==> src/rtl/ff_autoplay_pkg.sv <==
// Shared widths and state encoding for the autoplay scheduler.
package ff_autoplay_pkg;
  localparam int unsigned STATE_W = 3;
  localparam int unsigned MS_W    = 16;

  typedef enum logic [STATE_W-1:0] {
    S_OFF     = 3'd0,
    S_BOOT    = 3'd1,
    S_COIN    = 3'd2,
    S_GAP1    = 3'd3,
    S_START   = 3'd4,
    S_GAP2    = 3'd5,
    S_THR_ON  = 3'd6,
    S_THR_OFF = 3'd7
  } state_e;
endpackage

==> src/rtl/ff_autoplay_seq_if.sv <==
// Control and request signals between the board glue and the autoplay scheduler.
import ff_autoplay_pkg::*;

interface ff_autoplay_seq_if;
  logic               enable;
  logic               manual_active;
  logic               auto_coin_n;
  logic               auto_start_n;
  logic               auto_throw_n;
  logic               busy;
  logic [STATE_W-1:0] state_o;

  modport master (
    output enable, manual_active,
    input  auto_coin_n, auto_start_n, auto_throw_n, busy, state_o
  );

  modport slave (
    input  enable, manual_active,
    output auto_coin_n, auto_start_n, auto_throw_n, busy, state_o
  );
endinterface

==> src/rtl/ff_ms_timer.sv <==
// Millisecond timebase: prescaler producing a tick, and a tick counter, both clearable.
import ff_autoplay_pkg::*;

module ff_ms_timer #(
  parameter int unsigned TICK_DIV = 12000
) (
  input  logic            clk12m,
  input  logic            reset,
  input  logic            clear,
  output logic            tick,
  output logic [MS_W-1:0] ms_count
);
  localparam int unsigned PRESC_W = 16;

  logic [PRESC_W-1:0] prescaler;

  assign tick = (prescaler == PRESC_W'(TICK_DIV - 1));

  always_ff @(posedge clk12m) begin
    if (reset || clear) begin
      prescaler <= '0;
      ms_count  <= '0;
    end else if (tick) begin
      prescaler <= '0;
      ms_count  <= ms_count + MS_W'(1);
    end else begin
      prescaler <= prescaler + PRESC_W'(1);
    end
  end
endmodule

==> src/rtl/ff_autoplay_seq.sv <==
// Attract-mode input scheduler: timed coin/start sequence followed by periodic throws,
// aborted by any manual button activity until the enable switch is cycled.
import ff_autoplay_pkg::*;

module ff_autoplay_seq #(
  parameter int unsigned TICK_DIV        = 12000,
  parameter int unsigned BOOT_MS         = 2000,
  parameter int unsigned PULSE_MS        = 100,
  parameter int unsigned GAP_MS          = 1000,
  parameter int unsigned THROW_MS        = 50,
  parameter int unsigned THROW_PERIOD_MS = 250
) (
  input  logic              clk12m,
  input  logic              reset,
  ff_autoplay_seq_if.slave  io
);
  localparam logic [MS_W-1:0] BOOT_LAST  = MS_W'(BOOT_MS - 1);
  localparam logic [MS_W-1:0] PULSE_LAST = MS_W'(PULSE_MS - 1);
  localparam logic [MS_W-1:0] GAP_LAST   = MS_W'(GAP_MS - 1);
  localparam logic [MS_W-1:0] THR_LAST   = MS_W'(THROW_MS - 1);
  localparam logic [MS_W-1:0] REST_LAST  = MS_W'(THROW_PERIOD_MS - THROW_MS - 1);

  state_e          state_q, state_d;
  logic            abort_q, abort_d;
  logic            tick;
  logic [MS_W-1:0] ms_count;
  logic            timer_clear;

  // Restarting the timebase on every state change makes each dwell exactly dur*TICK_DIV cycles.
  assign timer_clear = (state_d != state_q);

  ff_ms_timer #(.TICK_DIV(TICK_DIV)) u_timer (
    .clk12m   (clk12m),
    .reset    (reset),
    .clear    (timer_clear),
    .tick     (tick),
    .ms_count (ms_count)
  );

  always_comb begin
    state_d = state_q;
    abort_d = abort_q;
    if (!io.enable) begin
      state_d = S_OFF;
      abort_d = 1'b0;
    end else if (io.manual_active) begin
      state_d = S_OFF;
      abort_d = 1'b1;
    end else begin
      case (state_q)
        S_OFF:     if (!abort_q)                     state_d = S_BOOT;
        S_BOOT:    if (tick && ms_count == BOOT_LAST)  state_d = S_COIN;
        S_COIN:    if (tick && ms_count == PULSE_LAST) state_d = S_GAP1;
        S_GAP1:    if (tick && ms_count == GAP_LAST)   state_d = S_START;
        S_START:   if (tick && ms_count == PULSE_LAST) state_d = S_GAP2;
        S_GAP2:    if (tick && ms_count == GAP_LAST)   state_d = S_THR_ON;
        S_THR_ON:  if (tick && ms_count == THR_LAST)   state_d = S_THR_OFF;
        S_THR_OFF: if (tick && ms_count == REST_LAST)  state_d = S_THR_ON;
        default:                                     state_d = S_OFF;
      endcase
    end
  end

  always_ff @(posedge clk12m) begin
    if (reset) begin
      state_q <= S_OFF;
      abort_q <= 1'b0;
    end else begin
      state_q <= state_d;
      abort_q <= abort_d;
    end
  end

  assign io.auto_coin_n  = (state_q != S_COIN);
  assign io.auto_start_n = (state_q != S_START);
  assign io.auto_throw_n = (state_q != S_THR_ON);
  assign io.busy         = (state_q != S_OFF);
  assign io.state_o      = state_q;
endmodule

==> src/flat_wrapper.sv <==
// flat-port wrapper written by rule: the top's interface ports become plain ports
module ff_autoplay_seq_flat 
#(
  parameter int unsigned TICK_DIV        = 12000,
  parameter int unsigned BOOT_MS         = 2000,
  parameter int unsigned PULSE_MS        = 100,
  parameter int unsigned GAP_MS          = 1000,
  parameter int unsigned THROW_MS        = 50,
  parameter int unsigned THROW_PERIOD_MS = 250
)
  (clk12m, reset, io_enable, io_manual_active, io_auto_coin_n, io_auto_start_n, io_auto_throw_n, io_busy, io_state_o);
  ff_autoplay_seq_if io_i ();
  input  logic clk12m;
  input  logic reset;
  input wire logic [$bits(io_i.enable)-1:0] io_enable;
  input wire logic [$bits(io_i.manual_active)-1:0] io_manual_active;
  output wire logic [$bits(io_i.auto_coin_n)-1:0] io_auto_coin_n;
  output wire logic [$bits(io_i.auto_start_n)-1:0] io_auto_start_n;
  output wire logic [$bits(io_i.auto_throw_n)-1:0] io_auto_throw_n;
  output wire logic [$bits(io_i.busy)-1:0] io_busy;
  output wire logic [$bits(io_i.state_o)-1:0] io_state_o;
  assign io_i.enable = io_enable;
  assign io_i.manual_active = io_manual_active;
  assign io_auto_coin_n = io_i.auto_coin_n;
  assign io_auto_start_n = io_i.auto_start_n;
  assign io_auto_throw_n = io_i.auto_throw_n;
  assign io_busy = io_i.busy;
  assign io_state_o = io_i.state_o;
  ff_autoplay_seq #(.TICK_DIV(TICK_DIV), .BOOT_MS(BOOT_MS), .PULSE_MS(PULSE_MS), .GAP_MS(GAP_MS), .THROW_MS(THROW_MS), .THROW_PERIOD_MS(THROW_PERIOD_MS)) u_core (.clk12m(clk12m), .reset(reset), .io(io_i));
endmodule
==> config.mk <==
export PLATFORM = sky130hd
export DESIGN_NAME = ff_autoplay_seq_flat
export DESIGN_NICKNAME = d
export VERILOG_FILES = /design/src/rtl/ff_autoplay_pkg.sv /design/src/rtl/ff_autoplay_seq_if.sv /design/src/rtl/ff_ms_timer.sv /design/src/rtl/ff_autoplay_seq.sv /design/src/flat_wrapper.sv
export SDC_FILE = /design/constraint.sdc
export NUM_CORES = 1
export LEC_CHECK = 0
export CAP_MARGIN = 20
export CORE_ASPECT_RATIO = 1.75
export CORE_MARGIN = 2
export CORE_UTILIZATION = 55
export CTS_CLUSTER_DIAMETER = 50
export DETAILED_ROUTE_END_ITERATION = 8
export PLACE_DENSITY = 0.76
export SKIP_LAST_GASP = 1
export SLEW_MARGIN = 20
export SYNTH_ARGS = -nofsm -noshare
export SYNTH_HDL_FRONTEND = slang
export SYNTH_SLANG_ARGS = --single-unit
export TNS_END_PERCENT = 30
==> constraint.sdc <==
create_clock -name clk12m -period 2.67 [get_ports clk12m]
set_input_delay 0.534 -clock clk12m [delete_from_list [all_inputs] [get_ports clk12m]]
set_output_delay 0.534 -clock clk12m [all_outputs]
set_load 0.005 [all_outputs]
# After elaboration in Yosys (flattened, before gate mapping)
# Cells that the tools add are included.
# totals
out_inout_bits	7
wordCells	45
regBits	36
# classes
reduce_logical	10
add_sub_neg	2
eq_ne	17
muxes	11
bitwise_logic	1
# ops
operator	n
16-bit by 1-bit adder with 16-bit output (second input constant)	2
3-bit two-way mux	10
3-bit one-hot mux with 8 select lines	1
16-bit by 10-bit == test with 1-bit output (second input constant)	1
16-bit by 11-bit == test with 1-bit output (second input constant)	1
16-bit by 14-bit == test with 1-bit output (second input constant)	1
16-bit by 6-bit == test with 1-bit output (second input constant)	1
16-bit by 7-bit == test with 1-bit output (second input constant)	1
16-bit by 8-bit == test with 1-bit output (second input constant)	1
3-bit == test (second input constant)	4
3-bit by 2-bit == test with 1-bit output (second input constant)	2
3-bit inequality test (second input constant)	2
1-bit logical AND	5
2-bit OR reduction	2
3-bit by 1-bit == test with 1-bit output (second input constant)	1
3-bit logical NOT	1
3-bit by 2-bit inequality test with 1-bit output (second input constant)	1
3-bit inequality test	1
3-bit nonzero test	1
1-bit logical OR	1
1-bit inverter	1

# Logic depth before layout (Yosys ltp)
# Gate-level depths: netlist of run 1.
# depth
word_depth	9
depth_mapped	10
mapped_depth_nobuf	8

# Modules after synthesis
# Synthesis of run 1 repeated with hierarchy kept, for this count alone.
# hier_totals
hier_cells	235
hier_area_um2	1991.9
# by_module_without_submodules
mod	cells_per_inst	area_per_inst_um2	instances	seq_area_each_um2
ff_ms_timer	177	1514.0	1	640.6
ff_autoplay_seq	58	478.0	1	80.1

# Worst setup path before layout of run 1
# Ideal clock, no wire load.
# synth_timing
kind	register to register
startpoint	register u_core.u_timer.prescaler[5]
endpoint	register u_core.u_timer.ms_count[0]
arrival_time_ns	2.415
slack_ns	0.134
period_less_slack_ns	2.536
setup_time_ns	0.121
path_stages_with_launch	9
path_cell_list	dfxtp_1 -> buf_6 -> or4b_4 -> or4_4 -> o211ai_1 -> a211o_2 -> and2_1 -> buf_6 -> mux2_2
# synth_via
elab_chain_cells	8
# synth_lines
item	line	rtl
start: declaration	ff_ms_timer.sv:15	logic [PRESC_W-1:0] prescaler;
start signal: assignment	ff_ms_timer.sv:27	prescaler <= prescaler + PRESC_W'(1);
16-bit by 14-bit == test with 1-bit output *	ff_ms_timer.sv:17	assign tick = (prescaler == PRESC_W'(TICK_DIV - 1));
1-bit logical AND (on tied branches)	-	
3-bit two-way mux (tied with other cells)	ff_autoplay_seq.sv:58	S_THR_OFF: if (tick && ms_count == REST_LAST) state_d = S_THR_ON;
3-bit one-hot mux with 8 select lines	ff_autoplay_seq.sv:50	case (state_q)
3-bit two-way mux	ff_autoplay_seq.sv:46	end else if (io.manual_active) begin
3-bit two-way mux	ff_autoplay_seq.sv:43	if (!io.enable) begin
3-bit inequality test	ff_autoplay_seq.sv:30	assign timer_clear = (state_d != state_q);
1-bit logical OR	ff_ms_timer.sv:20	if (reset || clear) begin
end signal: assignment	ff_ms_timer.sv:25	ms_count <= ms_count + MS_W'(1);
end: declaration	ff_ms_timer.sv:11	output logic [MS_W-1:0] ms_count
# Mark *: on every way between the ends. The rest lies on a longest branch, timed or not.
# A chain may end at the register's enable or synchronous reset.

# Final worst setup path of run 1
# layout_timing
startpoint	register u_core.state_q[0], in the netlist u_core.io.state_o[0]
endpoint	output io_auto_coin_n
# layout_via
elab_chain_cells	1
# layout_lines
item	line	rtl
start: declaration	ff_autoplay_seq.sv:23	state_e state_q, state_d;
start signal: assignment	ff_autoplay_seq.sv:69	state_q <= state_d;
3-bit by 2-bit inequality test with 1-bit output	ff_autoplay_seq.sv:74	assign io.auto_coin_n = (state_q != S_COIN);
end: declaration	flat_wrapper.sv:17	output wire logic [$bits(io_i.auto_coin_n)-1:0] io_auto_coin_n;
# Every way passes these cells.

==> results.yml, run 1 <==
outcome:
  run_status: "complete, no violations"
yosys:
  synth_cell_types: 44
  synth_seq_cells: 36
  asyncSetResetFlopFracSynth: 0
  synth_top_flop_cell: "sky130_fd_sc_hd__dfxtp_1"
  synth_warnings: 0
  area_of_the_mapped_netlist_sq_um: 2570
  count_of_flip_flops_with_a_built_in_enable_after_synthesis: 0
  syn-num-nets: 325
  synth-seq-area-share: 0.281
  synthCells: 317
  mapped_avg_cell_area_sq_um: 8.10
global_routing:
  grt-ovfl-total: 0
  vias_in_the_first_global_route: 2561
  first_pass_grt_wire_length_mm: 11.6
  antenna_found_initial: 0
  grt_util_met2: 0.497
  gr-usage-met3: 0.0479
  gr-max-usage-layer: "met2"
  use_met1: 0.280
  global_route.usage.total: 0.279
  grt_max_degree: 25
worst_setup_path:
  worst-endpoint-arrival_ns: 2.02
  critical_path_required_ns: 2.14
  worst_r2r_path_depth: 7
  cp_max_fo: 16
  worstSetupStartpointType: "register"
  r2r-end: "u_core.u_timer.ms_count[12]$_SDFFE_PP0P_"
  worstSetupStartpoint: "u_core.io.state_o[0]$_SDFF_PP0_"
  timing_worst_setup_path_type: "register to primary output"
  reg2reg_from: "u_core.u_timer.prescaler[8]$_SDFF_PP0_"
  ff2ff_setup_slack_ns: 0.12
  timing.critical_path.to_type: "primary output"
floorplan:
  io-pin-count: 11
  start_util: 0.577
  height_of_the_chip_microns: 94.4
  floorplan.die.width_microns: 55.6
  design.core.area_sq_um: 4440
  rows: 32
  fp.dieArea_sq_um: 5250
clocking:
  clkTransAtPathRegs_ns: 0.08
  cts_root_buffer: "sky130_fd_sc_hd__clkbuf_8"
  clock_sinks: 36
  clk_path_buf_depth: 2
  cts-buffers-inserted: 5
  h-tree-depth: 2
  tritoncts: "yes"
  worst_skew_pair.late_latency_ns: 0.29
timing:
  fmax_mhz: 391
  timing.max_slew.rel_slack: 0.567
  maxSlewViolCount: 0
  grt_setup_unrepaired: "false"
  setup_viol_count_final: 0
  setup_tns_ns: 0
  post-route-min-period_ns: 2.56
  max_slew.worst_pin.slew_ns: 0.644
  crit_share_post_route: 0.958
  timing.clock.skew_ns: 0.0112
  hold_viol: 0
power_and_ir_drop:
  worst_ir_drop_vdd_uv: 286
  total_power_mw: 1.16
  power_per_cell_area_nw_per_um2: 402
  cellLeakagePower_nw: 1.04
finish:
  layoutNonFillerInstCount: 382
  final_design_area_no_fill_sq_um: 2890
  fin_nets: 338
  antennaDiodeCount: 0
  final.fill_count: 391
  drive_gt1_frac: 0.115
  areaGrowthSynthToFinish_pct: 12.6
hold_path:
  whs_endpoint: "u_core.abort_q$_SDFFE_PP0P_"
  hold_path.class: "register to register"
  hold_path_depth: 2
  worstHoldStart: "u_core.abort_q$_SDFFE_PP0P_"
place:
  buffers_on_ports: 10
  place_congestion: 0.940
  place_inst: 373
  dp_hpwl_mm: 4.82
  placed_area_sq_um: 2770
flow_run:
  timing.max_cap.violations: 0
routing:
  drc: 0
  detail_route.vias_per_cell: 6.68
  vias: 2550
  drt-total-wl_mm: 6.86
  routed_wire_length_per_instance_microns: 18.0
  first_pass_iteration_count_of_the_detailed_router: 5
  detail-route-antenna-nets: 0
  drt-initial-drc-count: 153
==> placed cells by master (no fill, tap or decap), drive strengths merged, types with 5 or more instances in the layout <==
cell / instances
and3: 5
buf: 19
clkbuf: 5
clkdlybuf4s50: 10
dfxtp: 36
mux2i: 24
nand2: 22
nand3: 60
nand3b: 6
nand4: 20
nor2: 15
nor3b: 7
nor4: 11
o21ai: 8
xnor2: 17
xor2: 13
==> state kept, by name, indices dropped and copies added (netlist names) <==
name and count:
u_core.abort_q 1, u_core.io.state_o 3, u_core.u_timer.ms_count 16, u_core.u_timer.prescaler 16
==> cells by family after synthesis <==
kind of cell / count (synthesis) / synth area share
compound gates: 21 / 0.0541
flops: 36 / 0.281
mux: 25 / 0.0980
fa+ha+maj: 4 / 0.0195
xor+xnor: 30 / 0.102
simple gates: 175 / 0.392
buf+inv: 26 / 0.0527
==> repair_timing <==
item / CTS / global route
hold buffers: 0 / 0
endpoints found under the setup margin: 3 / 4
pin swaps: 0 / 1
buffers inserted: 0 / 1
resized for setup: 1 / 1
==> Yosys cell counts (7+ instances only) <==
library cell | instances | area [sq um]
sky130_fd_sc_hd__nor2_1 | 15 | 56.3
sky130_fd_sc_hd__dfxtp_1 | 36 | 721
sky130_fd_sc_hd__nand2_1 | 22 | 82.6
sky130_fd_sc_hd__mux2i_1 | 24 | 240
sky130_fd_sc_hd__nor3b_1 | 7 | 52.6
sky130_fd_sc_hd__xor2_1 | 13 | 114
sky130_fd_sc_hd__clkbuf_1 | 17 | 63.8
sky130_fd_sc_hd__nand4_1 | 20 | 125
sky130_fd_sc_hd__nand3_1 | 60 | 300
sky130_fd_sc_hd__o21ai_0 | 8 | 40.0
sky130_fd_sc_hd__nor4_1 | 10 | 62.6
sky130_fd_sc_hd__xnor2_1 | 17 | 149
==> power breakdown <==
part	total, mW	internal, mW	switching, mW
Sequential	0.548	0.541	0.00679
Combinational	0.124	0.0482	0.0753
Clock	0.489	0.276	0.213
==> critical path, cell delays in order (launching register included) <==
cell	delay, ns
sky130_fd_sc_hd__dfxtp_1	0.63
sky130_fd_sc_hd__clkinv_2	0.37
sky130_fd_sc_hd__nand3b_1	0.20
sky130_fd_sc_hd__clkdlybuf4s50_1	0.53
==> final cells by class <==
| cell class | count | area (sq um) | area share |
|---|---|---|---|
| multi-input cells | 255 | 1720 | 0.596 |
| flip-flops and latches | 36 | 721 | 0.249 |
| well taps | 51 | 63.8 | 0.0221 |
| inverters | 3 | 12.5 | 0.00433 |
| clock buffers | 5 | 68.8 | 0.0238 |
| repair buffers | 29 | 259 | 0.0896 |
| clock inverters | 3 | 42.5 | 0.0147 |
==> how the worst max path moves through the flow <==
stage                                                           to  slack, ns  cells past startpoint
after global routing      u_core.u_timer.ms_count[13]$_SDFFE_PP0P_       0.03                      7
after floorplan            u_core.u_timer.ms_count[0]$_SDFFE_PP0P_       0.13                      8
after detailed placement   u_core.u_timer.ms_count[1]$_SDFFE_PP0P_       0.07                      7
after global placement      u_core.u_timer.prescaler[1]$_SDFF_PP0_       0.14                      7
final                                               io_auto_coin_n       0.11                      3
after CTS                  u_core.u_timer.ms_count[1]$_SDFFE_PP0P_       0.11                      7
==> through the flow <==
stage                     hold WS (ns)  setup slack (ns)   util
after floorplan                  0.473             0.134      -
after global placement           0.503             0.136  0.622
after detailed placement         0.505            0.0739  0.622
after CTS                        0.516             0.115  0.648
after global routing             0.542            0.0303  0.650
final                            0.512             0.113  0.650
==> metal layers <==
layer | up-vias | part of all wire
met1 | 1201 | 0.36
li1 | 1194 | -
met3 | 41 | 0.054
met4 | 0 | 0.064
met5 | - | 0
met2 | 114 | 0.52
Note: power is estimated with default switching activity, not from simulation.
==> run 2, diff against run 1 <==
Settings changed: PLACE_DENSITY 0.76 to default, PLACE_DENSITY_LB_ADDON from default to 0.2.
==> run 2 against run 1 <==
Compared with the run above: die area is the same; fmax grew 1.7%; critical path depth grew 4; global-route usage grew 0.093 points; highest routed layer unchanged; first-iteration DRC count shrank 31%; clock skew shrank 0.0036 ns; clock-buffer cell count grew 1; design area shrank 0.52%.
==> results.yml, run 2 (synthesis results as in run 1) <==
finish:
  antennaDiodeCount: 0
  drive_gt1_frac: 0.117
  multi_input_comb_area_sq_um: 1720
  layout.cells.most_common_list: "60 x sky130_fd_sc_hd__nand3_1, 36 x sky130_fd_sc_hd__dfxtp_1, 24 x sky130_fd_sc_hd__mux2i_1, 22 x sky130_fd_sc_hd__nand2_1, 21 x sky130_fd_sc_hd__buf_4"
  areaGrowthSynthToFinish_pct: 12.0
  fin_nets: 341
  area.sequential_sq_um: 721
  final.fill_count: 408
  final_common_cell: "sky130_fd_sc_hd__nand3_1"
global_routing:
  grt_util_met2: 0.508
  grt-ovfl-total: 0
  gr-usage-met3: 0.0466
  global_route.usage.total: 0.280
  first_pass_grt_wire_length_mm: 11.5
  gr-max-usage-layer: "met2"
  grt_max_degree: 27
  vias_in_the_first_global_route: 2453
  use_met1: 0.297
  antenna_found_initial: 0
place:
  place_congestion: 0.923
  buffers_on_ports: 10
  dp_hpwl_mm: 4.99
worst_setup_path:
  ff2ff_setup_slack_ns: 0.16
  timing.critical_path.to_type: "register"
  cp_max_fo: 17
  timing_worst_setup_path_type: "register to register"
  worstSetupStartpointType: "register"
  critical_path_required_ns: 2.89
  reg2reg_from: "u_core.u_timer.prescaler[12]$_SDFF_PP0_"
  r2r-end: "u_core.u_timer.ms_count[8]$_SDFFE_PP0P_"
  worst_r2r_path_depth: 7
  worst-endpoint-arrival_ns: 2.74
clocking:
  hold_buffers: 0
  tritoncts: "yes"
  worst_skew_pair.late_latency_ns: 0.30
  clkTransAtPathRegs_ns: 0.07
  cts-buffers-inserted: 5
  h-tree-depth: 2
  clock_sinks: 36
  clk_path_buf_depth: 2
  cts_root_buffer: "sky130_fd_sc_hd__clkbuf_8"
routing:
  drt-total-wl_mm: 6.91
  vias: 2470
  drt-initial-drc-count: 106
  detail_route.vias_per_cell: 6.43
  routed_wire_length_per_instance_microns: 18.0
  drc: 0
  detail-route-antenna-nets: 0
  first_pass_iteration_count_of_the_detailed_router: 4
hold_path:
  hold_path.class: "register to register"
  hold_path_depth: 2
  whs_endpoint: "u_core.abort_q$_SDFFE_PP0P_"
  worstHoldStart: "u_core.abort_q$_SDFFE_PP0P_"
timing:
  maxSlewViolCount: 0
  fmax_mhz: 398
  setup_tns_ns: 0
  timing.max_slew.rel_slack: 0.619
  post-route-min-period_ns: 2.51
  setup_viol_count_final: 0
  max_slew.worst_pin.slew_ns: 0.564
  crit_share_post_route: 0.941
  grt_setup_unrepaired: "false"
  hold_viol: 0
  timing.clock.skew_ns: 0.00754
floorplan:
  height_of_the_chip_microns: 94.4
  fp.dieArea_sq_um: 5250
  io-pin-count: 11
  start_util: 0.577
  rows: 32
  floorplan.die.width_microns: 55.6
  design.core.area_sq_um: 4440
power_and_ir_drop:
  worst_ir_drop_vdd_uv: 315
  cellLeakagePower_nw: 1.04
  total_power_mw: 1.06
  power_per_cell_area_nw_per_um2: 368
flow_run:
  timing.max_cap.violations: 0
outcome:
  run_status: "complete, no violations"
==> run 2: cell count changes in the layout (fill, tap and decap cells not counted), sizes merged <==
cell / previous run / this run
clkinvlp: 1 / 0
clkbuf: 5 / 6
buf: 19 / 22
bufinv: 1 / 0
==> run 2: per-layer routing <==
layer | share of wire | routed length [microns] | vias up
met3 | 0.038 | 266 | 21
met4 | 0.044 | 305 | 0
met2 | 0.52 | 3580 | 63
li1 | - | - | 1206
met5 | 0 | 0 | -
met1 | 0.40 | 2750 | 1180
==> run 2: worst max-delay path, stage by stage (launching register included) <==
cell and delay [ns]:
sky130_fd_sc_hd__dfxtp_1 0.36, sky130_fd_sc_hd__or4b_4 0.57, sky130_fd_sc_hd__or4_4 0.55, sky130_fd_sc_hd__o211ai_1 0.18
sky130_fd_sc_hd__a211o_2 0.16, sky130_fd_sc_hd__and2_2 0.20, sky130_fd_sc_hd__buf_12 0.18, sky130_fd_sc_hd__mux2i_1 0.22
==> run 2: metrics by stage <==
stage / cells / hold WS, ns / util / area, sq um / worst slack, ns
3_5_place_dp: 376 / 0.517 / 0.627 / 2790 / 0.100
2_1_floorplan: 317 / 0.473 / - / 2570 / 0.134
3_3_place_gp: 376 / 0.509 / 0.627 / 2790 / 0.163
4_1_cts: 383 / 0.527 / 0.645 / 2870 / 0.0893
5_1_grt: 384 / 0.540 / 0.647 / 2870 / 0.0321
6_report: 384 / 0.526 / 0.647 / 2870 / 0.157
==> run 2: layout make-up <==
class	instances	share of cell area
Multi-Input combinational cell	255	0.599
Sequential cell	36	0.251
Timing Repair Buffer	32	0.0966
Clock buffer	6	0.0253
Tap cell	51	0.0222
Inverter	3	0.00392
Clock inverter	1	0.00174
==> run 2: power breakdown <==
group	switching (mW)	internal (mW)
clock	0.204	0.178
sequential	0.00491	0.541
combinational	0.0776	0.0504
total	0.287	0.769
==> run 2: worst max-delay path by stage <==
| stage | endpoint | from | slack (ns) | cells past startpoint |
|---|---|---|---|---|
| after CTS | u_core.u_timer.ms_count[8]$_SDFFE_PP0P_ | u_core.u_timer.prescaler[0]$_SDFF_PP0_ | 0.09 | 8 |
| after global placement | u_core.u_timer.prescaler[9]$_SDFF_PP0_ | u_core.u_timer.prescaler[12]$_SDFF_PP0_ | 0.16 | 7 |
| after floorplan | u_core.u_timer.ms_count[0]$_SDFFE_PP0P_ | u_core.u_timer.prescaler[5]$_SDFF_PP0_ | 0.13 | 8 |
| after detailed placement | u_core.u_timer.ms_count[8]$_SDFFE_PP0P_ | u_core.u_timer.prescaler[8]$_SDFF_PP0_ | 0.10 | 7 |
| final | u_core.u_timer.ms_count[8]$_SDFFE_PP0P_ | u_core.u_timer.prescaler[12]$_SDFF_PP0_ | 0.16 | 7 |
| after global routing | u_core.u_timer.ms_count[11]$_SDFFE_PP0P_ | u_core.u_timer.prescaler[0]$_SDFF_PP0_ | 0.03 | 8 |
==> run 2: repair_timing <==
item	in CTS	in global routing
endpoints found under the setup margin	0	27
buffers inserted	0	1
gates resized for setup	0	1
